--- config.mk ---
export PLATFORM = sky130hd
export DESIGN_NAME = multicycle_right_shifter
export DESIGN_NICKNAME = d
export VERILOG_FILES = /design/src/rtl/multicycle_right_shifter.sv
export SDC_FILE = /design/constraint.sdc
export NUM_CORES = 1
export LEC_CHECK = 0
export ABC_CLOCK_PERIOD_IN_PS = 2800
export CELL_PAD_IN_SITES_DETAIL_PLACEMENT = 1
export CELL_PAD_IN_SITES_GLOBAL_PLACEMENT = 1
export CORE_MARGIN = 1.5
export CORE_UTILIZATION = 30
export DETAILED_ROUTE_END_ITERATION = 12
export GPL_TIMING_DRIVEN = 0
export PLACE_DENSITY_LB_ADDON = 0.1
export SYNTH_ARGS = -nofsm -noshare
export SYNTH_HDL_FRONTEND = slang
export SYNTH_SLANG_ARGS = --single-unit
--- constraint.sdc ---
create_clock -name clock -period 2.8 [get_ports clock]
set_clock_uncertainty 0.05 [all_clocks]
set_input_delay 0.56 -clock clock [delete_from_list [all_inputs] [get_ports clock]]
set_output_delay 0.56 -clock clock [all_outputs]
set_load 0.03 [all_outputs]
--- src/rtl/multicycle_right_shifter.sv ---
// -----------------------------------------------------------------------------
// multicycle_right_shifter
//
// Iterative 32-bit right shifter for the execute stage. A shift by 0..31 is
// built from five binary-weighted stages (16, 8, 4, 2, 1), one per clock, so
// the datapath needs only one 32-bit mux level. Latency is always 5 shift
// cycles plus one DONE cycle, whatever the shift amount.
//
// Ports
//   clock     in   1   single clock, rising edge
//   reset     in   1   synchronous, active-high
//   start     in   1   request; accepted only while ready=1
//   data_in   in  32   operand, captured on the accepting edge
//   shamt     in   5   shift amount, captured on the accepting edge
//   arith     in   1   1 = sign fill, 0 = zero fill; captured on accept
//   data_out  out 32   working register; final result valid while done=1 and
//                      held until the next accept
//   ready     out  1   high only in IDLE
//   done      out  1   one-cycle pulse marking a valid result
// -----------------------------------------------------------------------------
module multicycle_right_shifter (
  input  logic        clock,
  input  logic        reset,
  input  logic        start,
  input  logic [31:0] data_in,
  input  logic [4:0]  shamt,
  input  logic        arith,
  output logic [31:0] data_out,
  output logic        ready,
  output logic        done
);

  typedef enum logic [1:0] {
    IDLE  = 2'd0,
    SHIFT = 2'd1,
    DONE  = 2'd2
  } state_t;

  state_t      state;
  state_t      state_nxt;
  logic [2:0]  cnt;            // stage index: 4 -> shift by 16 ... 0 -> by 1
  logic [4:0]  shamt_q;
  logic        fill_q;         // bit shifted into vacated positions
  logic        stage_en;       // shamt_q bit selected by cnt
  logic [31:0] stage_shifted;  // working register shifted by 2^cnt

  // ---------------------------------------------------------------------------
  // State register
  // ---------------------------------------------------------------------------
  // NOTE: sequential state is written with non-blocking assignments so every
  // flop samples the pre-edge values, regardless of block ordering.
  always_ff @(posedge clock) begin
    if (reset) state <= IDLE;
    else       state <= state_nxt;
  end

  // ---------------------------------------------------------------------------
  // Next-state logic
  // ---------------------------------------------------------------------------
  // NOTE: every combinational output gets a default before the case so no
  // path leaves it unassigned, which would infer a latch.
  always_comb begin
    state_nxt = state;
    case (state)
      IDLE:    if (start) state_nxt = SHIFT;
      SHIFT:   if (cnt == 3'd0) state_nxt = DONE;
      DONE:    state_nxt = IDLE;
      default: state_nxt = IDLE;
    endcase
  end

  // ---------------------------------------------------------------------------
  // Outputs: decoded from the state register only, never from start.
  // ---------------------------------------------------------------------------
  always_comb begin
    ready = (state == IDLE);
    done  = (state == DONE);
  end

  // ---------------------------------------------------------------------------
  // Single shift stage: a 5-way mux selecting the weight for this cycle.
  // ---------------------------------------------------------------------------
  always_comb begin
    stage_en      = 1'b0;
    stage_shifted = data_out;
    case (cnt)
      3'd4: begin
        stage_en      = shamt_q[4];
        stage_shifted = {{16{fill_q}}, data_out[31:16]};
      end
      3'd3: begin
        stage_en      = shamt_q[3];
        stage_shifted = {{8{fill_q}}, data_out[31:8]};
      end
      3'd2: begin
        stage_en      = shamt_q[2];
        stage_shifted = {{4{fill_q}}, data_out[31:4]};
      end
      3'd1: begin
        stage_en      = shamt_q[1];
        stage_shifted = {{2{fill_q}}, data_out[31:2]};
      end
      3'd0: begin
        stage_en      = shamt_q[0];
        stage_shifted = {fill_q, data_out[31:1]};
      end
      default: begin
        stage_en      = 1'b0;
        stage_shifted = data_out;
      end
    endcase
  end

  // ---------------------------------------------------------------------------
  // Datapath registers. data_out doubles as the working register, so it moves
  // during SHIFT and simply holds through DONE and IDLE.
  // ---------------------------------------------------------------------------
  always_ff @(posedge clock) begin
    if (reset) begin
      cnt      <= 3'd0;
      data_out <= 32'h0000_0000;
      shamt_q  <= 5'd0;
      fill_q   <= 1'b0;
    end else begin
      case (state)
        IDLE: begin
          if (start) begin
            data_out <= data_in;
            shamt_q  <= shamt;
            // Sign fill only matters for arithmetic shifts; fold both into
            // one bit so the stage mux needs no extra select.
            fill_q   <= arith & data_in[31];
            cnt      <= 3'd4;
          end
        end
        SHIFT: begin
          if (stage_en) data_out <= stage_shifted;
          if (cnt != 3'd0) cnt <= cnt - 3'd1;
        end
        default: ;
      endcase
    end
  end

endmodule

==> impl_metrics.tcl, run 1 <==
set metrics [dict create \
    status "finished, final reports clean" \
    ioPinCount 75 \
    hold_depth 2 \
    syn_area_um2 2920 \
    grt_usage 0.229 \
    yosysSeqAreaShare 0.295 \
    vias 3236 \
    yosysMostFrequentCell "dfxtp_1" \
    fin_tns_setup_ns 0 \
    r2r_slack_ns 0.33 \
    cts_buffers 5 \
    synth_edf_count 0 \
    synth_area_per_cell_um2 8.38 \
    syn_to_final_growth_pct 34.0 \
    cts_tree "done" \
    layout_min_cycle_time_ns 2.47 \
    r2r_end "data_out[1]" \
    p_per_area_nw_per_um2 496 \
    ys_async_sr_fraction 0 \
    wl_per_cell_um 20.4 \
    drv_cap 0 \
    drc 0 \
    portBuffers 73 \
    synth_ff_type "dfxtp_1" \
    root_buffer "clkbuf_8" \
    required_ns 2.94 \
    start_util 0.313 \
    via_per_inst 5.80 \
    setup_viol 0 \
    cts.path.max_buffers 2 \
    min_path_type "register to register" \
    first_pass_iters 5 \
    dieHeight_um 102 \
    core_um2 9330 \
    antenna_found_initial 0 \
    path_cells "inv_1, ha_1, buf_2, a222oi_1, o221a_1, buf_6, clkbuf_1, nand3b_1, o41ai_2" \
    post_cts_resized 0 \
    hold-path-endpoint "shamt_q[3]" \
    grt_pass1_wl_um 18300 \
    drive_gt1_frac 0.0932 \
    cp_slowest_stage_delay_ns 0.46 \
    yosys.area.top_type "dfxtp_1" \
    path_class "register to register" \
    path_max_fanout 10 \
    die_area_um2 10300 \
    ir_drop_uv 193 \
    rr_worst_depth 9 \
    grt_overflow 0 \
    synth_nets 394 \
    grt_pass1_vias 3188 \
    crit_slowest_cell "clkbuf_1" \
    rsz0062_at_grt "false" \
    post-cts-setup-buffers 0 \
    yosysWarnings 0 \
    final_max_slew_viol_count 0 \
    die_w_um 102 \
    fmax_mhz 404 \
    final_cells 558 \
    dp.cells 550 \
    antenna_cells 0 \
    cts.clk_slew.worst_paths_ns 0.09 \
    initialDrtViolationCount 144 \
    nets 474 \
    worstSetupEndpointType "register" \
    n_fill_cell 1114 \
    synth_common_cells "43 x dfxtp_1, 37 x nor2_1, 34 x a21oi_1, 32 x a22oi_1, 28 x a22o_1" \
    drt_wl_total_um 11400 \
    syn_inst 348 \
    synthDistinctLibCells 38 \
    setup.worst_path.start "cnt[1]" \
    synth.top_cell.area_share 0.295 \
    start_kind "register" \
    p_leak_uw 0.00136 \
    postRouteAntennaNets 0 \
    grt_max_degree 13 \
    cts-hold-fix-buffers 0 \
    hold_start "shamt_q[3]" \
    rr_startpoint "cnt[1]" \
    cts_sinks 43 \
    synth_area_leaders "dfxtp_1 30%, o41ai_2 8.9%, a22o_1 8.4%, a22oi_1 8.2%, a21oi_1 5.8%" \
    clock_latency_ns 0.30 \
    synth-seq-cells 43 \
    place.gp.congestion 0.839 \
    hold_viol 0 \
    tightest_slew_ns 1.01 \
    cp.arrival_ns 2.62 \
    ctsHtreeMaxLevel 2 \
    fin_crit_sh 0.883 \
    relSlewSlack 0.321 \
    rows 35 \
    dp_hpwl_um 8490 \
]
metal layers:
metal / up-vias / wire [um] / GRT usage
li1: 1514 / - / -
met1: 1618 / 5330 / 0.314
met2: 97 / 5510 / 0.386
met3: 7 / 492 / 0.0297
met4: 0 / 76 / 0.0470
met5: - / 0 / 0
worst max-delay path: cells and delay by family (launching register included):
kind	cells	cell delay (ns)
DFF	1	0.39
and+or+nand+nor	1	0.17
adders and majority gates	1	0.17
buffers and inverters	4	0.88
AOI/OAI and AO/OA	3	0.71
power breakdown:
part           switching, uW  internal, uW
logic                    393           301
registers                119           670
clock network            228           226
total                    740          1200
worst max-delay path by stage:
stage,endpoint,slack [ns]
floorplan,data_out[4],0.81
global placement,data_out[0],0.26
detailed placement,data_out[1],0.22
CTS,data_out[1],0.29
global route,data_out[1],0.16
finish,data_out[1],0.33
cell families (layout without fill, tap and decap cells):
family                     Yosys count  in the layout  synth area share
and+or+nand+nor                     92             92             0.166
buffers and inverters               44            125            0.0738
muxes                                1              1           0.00343
AOI/OAI and AO/OA                  163            163             0.440
adders and majority gates            5              5            0.0215
DFF                                 43             43             0.295
placed cells by master, fill, tap and decap left out, types with 2 or more instances in the layout:
cell type / n
nand3_1: 2
buf_1: 5
a22oi_1: 32
inv_1: 3
a22o_1: 28
buf_2: 7
nor3_1: 3
a222oi_1: 5
or3b_1: 2
buf_6: 5
clkdlybuf4s50_1: 73
nand2_1: 15
o41ai_2: 16
clkbuf_8: 7
o22ai_1: 4
nand2b_1: 2
nor2_1: 37
a21oi_1: 34
and2b_1: 2
a211oi_1: 16
a31oi_1: 9
ha_1: 5
o21ai_0: 14
dfxtp_1: 43
clkbuf_1: 24
nand3b_1: 21
o41ai_1: 2
per-stage QoR:
stage / power, uW / hold WS [ns] / utilization / worst slack [ns] / area [um^2]
2_1_floorplan: 1190 / 0.386 / - / 0.809 / 2920
3_3_place_gp: 1480 / 0.395 / 0.408 / 0.262 / 3810
3_5_place_dp: 1490 / 0.401 / 0.408 / 0.216 / 3810
4_1_cts: 1950 / 0.414 / 0.419 / 0.286 / 3910
5_1_grt: 2040 / 0.439 / 0.419 / 0.156 / 3910
6_report: 1940 / 0.411 / 0.419 / 0.327 / 3910
registers in the layout, indices dropped and copies added (netlist names):
name and count:
cnt 3, shamt_q 5, fill_q 1, state 2
data_out 32
cell type report:
class,instances,area (um^2),share of cell area
Tap cell,129,161,0.0413
Inverter,3,11.3,0.00288
Clock buffer,8,100,0.0256
Buffer,41,204,0.0522
Sequential cell,43,861,0.220
Multi-Input combinational cell,261,1840,0.471
Timing Repair Buffer,73,731,0.187
(Power assumes the default switching activity.)
==> run 2: changes to the inputs <==
--- a/config.mk
+++ b/config.mk
@@ -8,10 +8,10 @@
 export ABC_CLOCK_PERIOD_IN_PS = 2800
 export CELL_PAD_IN_SITES_DETAIL_PLACEMENT = 1
 export CELL_PAD_IN_SITES_GLOBAL_PLACEMENT = 1
-export CORE_MARGIN = 1.5
+export CORE_MARGIN = 4
 export CORE_UTILIZATION = 30
+export CTS_CLUSTER_SIZE = 24
 export DETAILED_ROUTE_END_ITERATION = 12
-export GPL_TIMING_DRIVEN = 0
 export PLACE_DENSITY_LB_ADDON = 0.1
 export SYNTH_ARGS = -nofsm -noshare
 export SYNTH_HDL_FRONTEND = slang
==> run 2 against run 1 <==
Net effect: maximum frequency up 3.9%; clock power down 14%; largest power group unchanged; clock-buffer cell count down 2; register-to-register slack better by 0.09 ns; hold slack better by 0.0014 ns; first-iteration DRC count up 41%; largest cell class unchanged; design area down 3.3%; highest routed layer unchanged; worst setup slack better by 0.093 ns; core utilization down 1.6 points; critical path depth down 3; global-route usage down 4.2 points.
==> impl_metrics.tcl, run 2 (synthesized netlist as in run 1, its figures left out) <==
set metrics [dict create \
    status "finished, final reports clean" \
    antenna_found_initial 0 \
    rsz0062_at_grt "false" \
    cts-hold-fix-buffers 0 \
    path_class "register to register" \
    share_seq_of_total_power 0.431 \
    path_max_fanout 11 \
    grt_pass1_wl_um 17200 \
    ioPinCount 75 \
    core_um2 9370 \
    worstSetupEndpointType "register" \
    drv_cap 0 \
    grt_overflow 0 \
    grt_usage 0.187 \
    start_util 0.311 \
    required_ns 2.94 \
    clock_power_share 0.212 \
    drc 0 \
    portBuffers 74 \
    cp.arrival_ns 2.52 \
    cts.clk_slew.worst_paths_ns 0.08 \
    vias 3061 \
    ff_latch_area_um2 861 \
    layout_min_cycle_time_ns 2.38 \
    p_per_area_nw_per_um2 486 \
    final_common_cell "clkdlybuf4s50_1" \
    p_int_uw 1120 \
    largest_register "data_out" \
    p_leak_uw 0.00132 \
    start_kind "register" \
    place.gp.congestion 0.760 \
    initialDrtViolationCount 203 \
    cts_sinks 43 \
    rows 35 \
    power.total_uw 1840 \
    postRouteAntennaNets 0 \
    cts_tree "done" \
    n_fill_cell 1158 \
    fin_tns_setup_ns 0 \
    relSlewSlack 0.324 \
    min_path_type "register to register" \
    clock_latency_ns 0.30 \
    die_area_um2 11400 \
    grt_max_degree 36 \
    first_pass_iters 5 \
    p_sw_uw 712 \
    nets 447 \
    drt_wl_total_um 10700 \
    final_max_slew_viol_count 0 \
    dieHeight_um 107 \
    dp_hpwl_um 7470 \
    antenna_cells 0 \
    cts.path.max_buffers 2 \
    layout_common_cells "73 x clkdlybuf4s50_1, 43 x dfxtp_1, 37 x nor2_1" \
    r2r_slack_ns 0.42 \
    grt_pass1_vias 3093 \
    final_util 0.403 \
    switching_share 0.388 \
    multiInputGateArea_um2 1840 \
    cts_buffers 5 \
    root_buffer "clkbuf_8" \
    drive_gt1_frac 0.100 \
    top_regs "data_out (32), shamt_q (5), cnt (3)" \
    ctsHtreeMaxLevel 2 \
    tightest_slew_ns 1.00 \
    setup_viol 0 \
    die_w_um 107 \
    comb_power_share 0.357 \
    syn_to_final_growth_pct 29.6 \
    ir_drop_uv 178 \
    post_cts_resized 0 \
    fmax_mhz 420 \
    largest_reg_flops 32 \
    fin_crit_sh 0.850 \
    via_per_inst 5.79 \
    wl_per_cell_um 20.3 \
    hold_viol 0 \
    post-cts-setup-buffers 0 \
]
run 2: cell count changes in the layout (fill, tap and decap cells not counted), moves of 2 or more:
cell / delta
buf_1: -5
buf_2: -6
buf_4: +12
buf_6: -5
clkbuf_1: -23
clkbuf_8: -2
run 2: final timing paths:
kind / depth (start not counted) / to / from
max: 6 / data_out[22] / cnt[0]
min: 2 / shamt_q[0] / shamt_q[0]
max reg2reg: 6 / data_out[22] / cnt[0]
min reg2reg: 2 / shamt_q[0] / shamt_q[0]
run 2: cell type report:
class,instances,area share
sequential,43,0.228
clock buffer,6,0.0192
tap,129,0.0427
timing repair buffer,87,0.220
inverter,3,0.00298
multi-input combinational,261,0.487
run 2: through the flow:
step | instances | instance area (um^2) | hold slack (ns) | setup WS, ns
floorplan | 348 | 2920 | 0.386 | 0.809
global placement | 523 | 3710 | 0.400 | 0.316
detailed placement | 523 | 3710 | 0.405 | 0.249
CTS | 529 | 3780 | 0.417 | 0.375
global route | 529 | 3780 | 0.437 | 0.213
finish | 529 | 3780 | 0.412 | 0.420
run 2: power by group through the flow:
stage          Combinational, uW  Clock [uW]  Sequential (uW)
2_1_floorplan                348           0              842
3_3_place_gp                 650           0              804
3_5_place_dp                 659           0              805
4_1_cts                      661         402              791
5_1_grt                      708         426              802
6_report                     655         389              791
run 2: metal layers:
metal  vias to the layer above  GRT usage  wire [um]
met3                         5     0.0313        562
met4                         0     0.0292         68
met5                         -          0          0
li1                       1459          -          -
met1                      1515      0.257       4940
met2                        82      0.315       5160
run 2: critical path, cell delays in order, from the launching register on:
cell and delay, ns:
dfxtp_1 0.36, inv_1 0.12, ha_1 0.38, nor4_1 0.13, o21ai_0 0.80, a31oi_1 0.19
a22o_1 0.24
==> run 3: changes to the inputs <==
--- a/config.mk
+++ b/config.mk
@@ -5,7 +5,7 @@
 export SDC_FILE = /design/constraint.sdc
 export NUM_CORES = 1
 export LEC_CHECK = 0
-export ABC_CLOCK_PERIOD_IN_PS = 2800
+export ABC_CLOCK_PERIOD_IN_PS = 2400
 export CELL_PAD_IN_SITES_DETAIL_PLACEMENT = 1
 export CELL_PAD_IN_SITES_GLOBAL_PLACEMENT = 1
 export CORE_MARGIN = 4
==> constraint.sdc (replaced) <==
create_clock -name clock -period 2.4 [get_ports clock]
set_clock_uncertainty 0.05 [all_clocks]
set_input_delay 0.48 -clock clock [delete_from_list [all_inputs] [get_ports clock]]
set_output_delay 0.48 -clock clock [all_outputs]
set_load 0.03 [all_outputs]
==> run 3 against run 2 <==
Net effect: non-clock buffer count up 5; hold slack worse by 0.0015 ns; wire length down 1.7%; total power up 19%; global-route usage down 0.26 points; largest cell class unchanged; highest routed layer unchanged.
==> impl_metrics.tcl, run 3 (synthesized netlist as in run 1, its figures left out) <==
set metrics [dict create \
    status "finished, final reports clean" \
    die_w_um 107 \
    grt_pass1_wl_um 17200 \
    multiInputGateArea_um2 1840 \
    die_area_um2 11400 \
    portBuffers 74 \
    postRouteAntennaNets 0 \
    cts_buffers 5 \
    clock_latency_ns 0.30 \
    start_kind "register" \
    nets 452 \
    path_class "register to register" \
    cts_sinks 43 \
    grt_overflow 0 \
    antenna_found_initial 0 \
    required_ns 2.60 \
    layout_common_cells "73 x clkdlybuf4s50_1, 43 x dfxtp_1, 37 x nor2_1" \
    ioPinCount 75 \
    top_regs "data_out (32), shamt_q (5), cnt (3)" \
    cts.path.max_buffers 2 \
    path_max_fanout 11 \
    rsz0062_at_grt "false" \
    cts.clk_slew.worst_paths_ns 0.09 \
    power.total_uw 2190 \
    cp.arrival_ns 2.41 \
    n_fill_cell 1125 \
    rr_startpoint "cnt[0]" \
    hold_start "shamt_q[0]" \
    crit_buf_inv 1 \
    fin_crit_sh 0.924 \
    p_leak_uw 0.00137 \
    path_cells "inv_1, ha_1, a222oi_1, o221a_2, nor2b_4, a22o_1" \
    fmax_mhz 451 \
    drt_wl_total_um 10600 \
    drive_gt1_frac 0.113 \
    dp_hpwl_um 7490 \
    largest_reg_flops 32 \
    ff_latch_area_um2 861 \
    layout_min_cycle_time_ns 2.22 \
    largest_register "data_out" \
    relSlewSlack 0.569 \
    hold_viol 0 \
    fin_hold_ws_ns 0.411 \
    worstSetupEndpointType "register" \
    via_per_inst 5.78 \
    cp_slowest_stage_delay_ns 0.47 \
    ir_drop_uv 243 \
    p_per_area_nw_per_um2 564 \
    grt_max_degree 39 \
    setup_viol 0 \
    initialDrtViolationCount 219 \
    wl_per_cell_um 19.7 \
    root_buffer "clkbuf_8" \
    start_util 0.311 \
    dieHeight_um 107 \
    rows 35 \
    tightest_slew_ns 0.642 \
    core_um2 9370 \
    antenna_cells 0 \
    vias 3096 \
    crit_family "compound AO/OA/AOI/OAI gates" \
    first_pass_iters 5 \
    final_common_cell "clkdlybuf4s50_1" \
    crit_slowest_cell "o221a_2" \
    drc 0 \
    setup.worst_path.start "cnt[0]" \
    final_cells 536 \
    ctsHtreeMaxLevel 2 \
    cts_tree "done" \
    grt_usage 0.185 \
    syn_to_final_growth_pct 32.9 \
    drv_cap 0 \
    final_max_slew_viol_count 0 \
    grt_pass1_vias 3024 \
    dp.cells 528 \
    place.gp.congestion 0.821 \
    fin_tns_setup_ns 0 \
    min_path_type "register to register" \
]
[run 3: area by class of cell]
cell class,instances,area share
Tap cell,129,0.0416
Timing Repair Buffer,92,0.238
Multi-Input combinational cell,261,0.475
Clock inverter,1,0.00129
Sequential cell,43,0.222
Inverter,3,0.00291
Clock buffer,7,0.0197
[run 3: what timing repair did]
item | in CTS | in global routing
hold buffers | 0 | 0
gates resized for setup | 0 | 1
buffers inserted | 0 | 0
endpoints found under the setup margin | 0 | 7
[run 3: report_power, final]
part	switching (uW)	internal [uW]
clock network	267	205
logic	446	359
registers	128	782
total	841	1350
[run 3: worst paths after layout]
path | depth (start not counted) | to | slack [ns]
setup / recovery | 6 | data_out[18] | 0.18
hold reg to reg | 2 | shamt_q[0] | 0.41
setup reg to reg | 6 | data_out[18] | 0.18
hold / removal | 2 | shamt_q[0] | 0.41
[run 3: stage by stage]
step	utilization	instance area (um^2)	worst slack, ns
2_1_floorplan	-	2920	0.409
6_report	0.414	3880	0.182
3_5_place_dp	0.405	3790	0.129
4_1_cts	0.414	3880	0.110
3_3_place_gp	0.405	3790	0.174
5_1_grt	0.414	3880	0.00647
[run 3: tightest hold or removal path: stages (launching register included)]
cell     delay [ns]
dfxtp_1        0.32
nand2_1        0.05
a21oi_1        0.05
[run 3: layer usage]
layer,part of all wire,track usage,vias up
met4,0.0048,0.0192,0
met3,0.050,0.0301,4
li1,-,-,1468
met5,0,0,-
met1,0.48,0.269,1536
met2,0.46,0.297,88
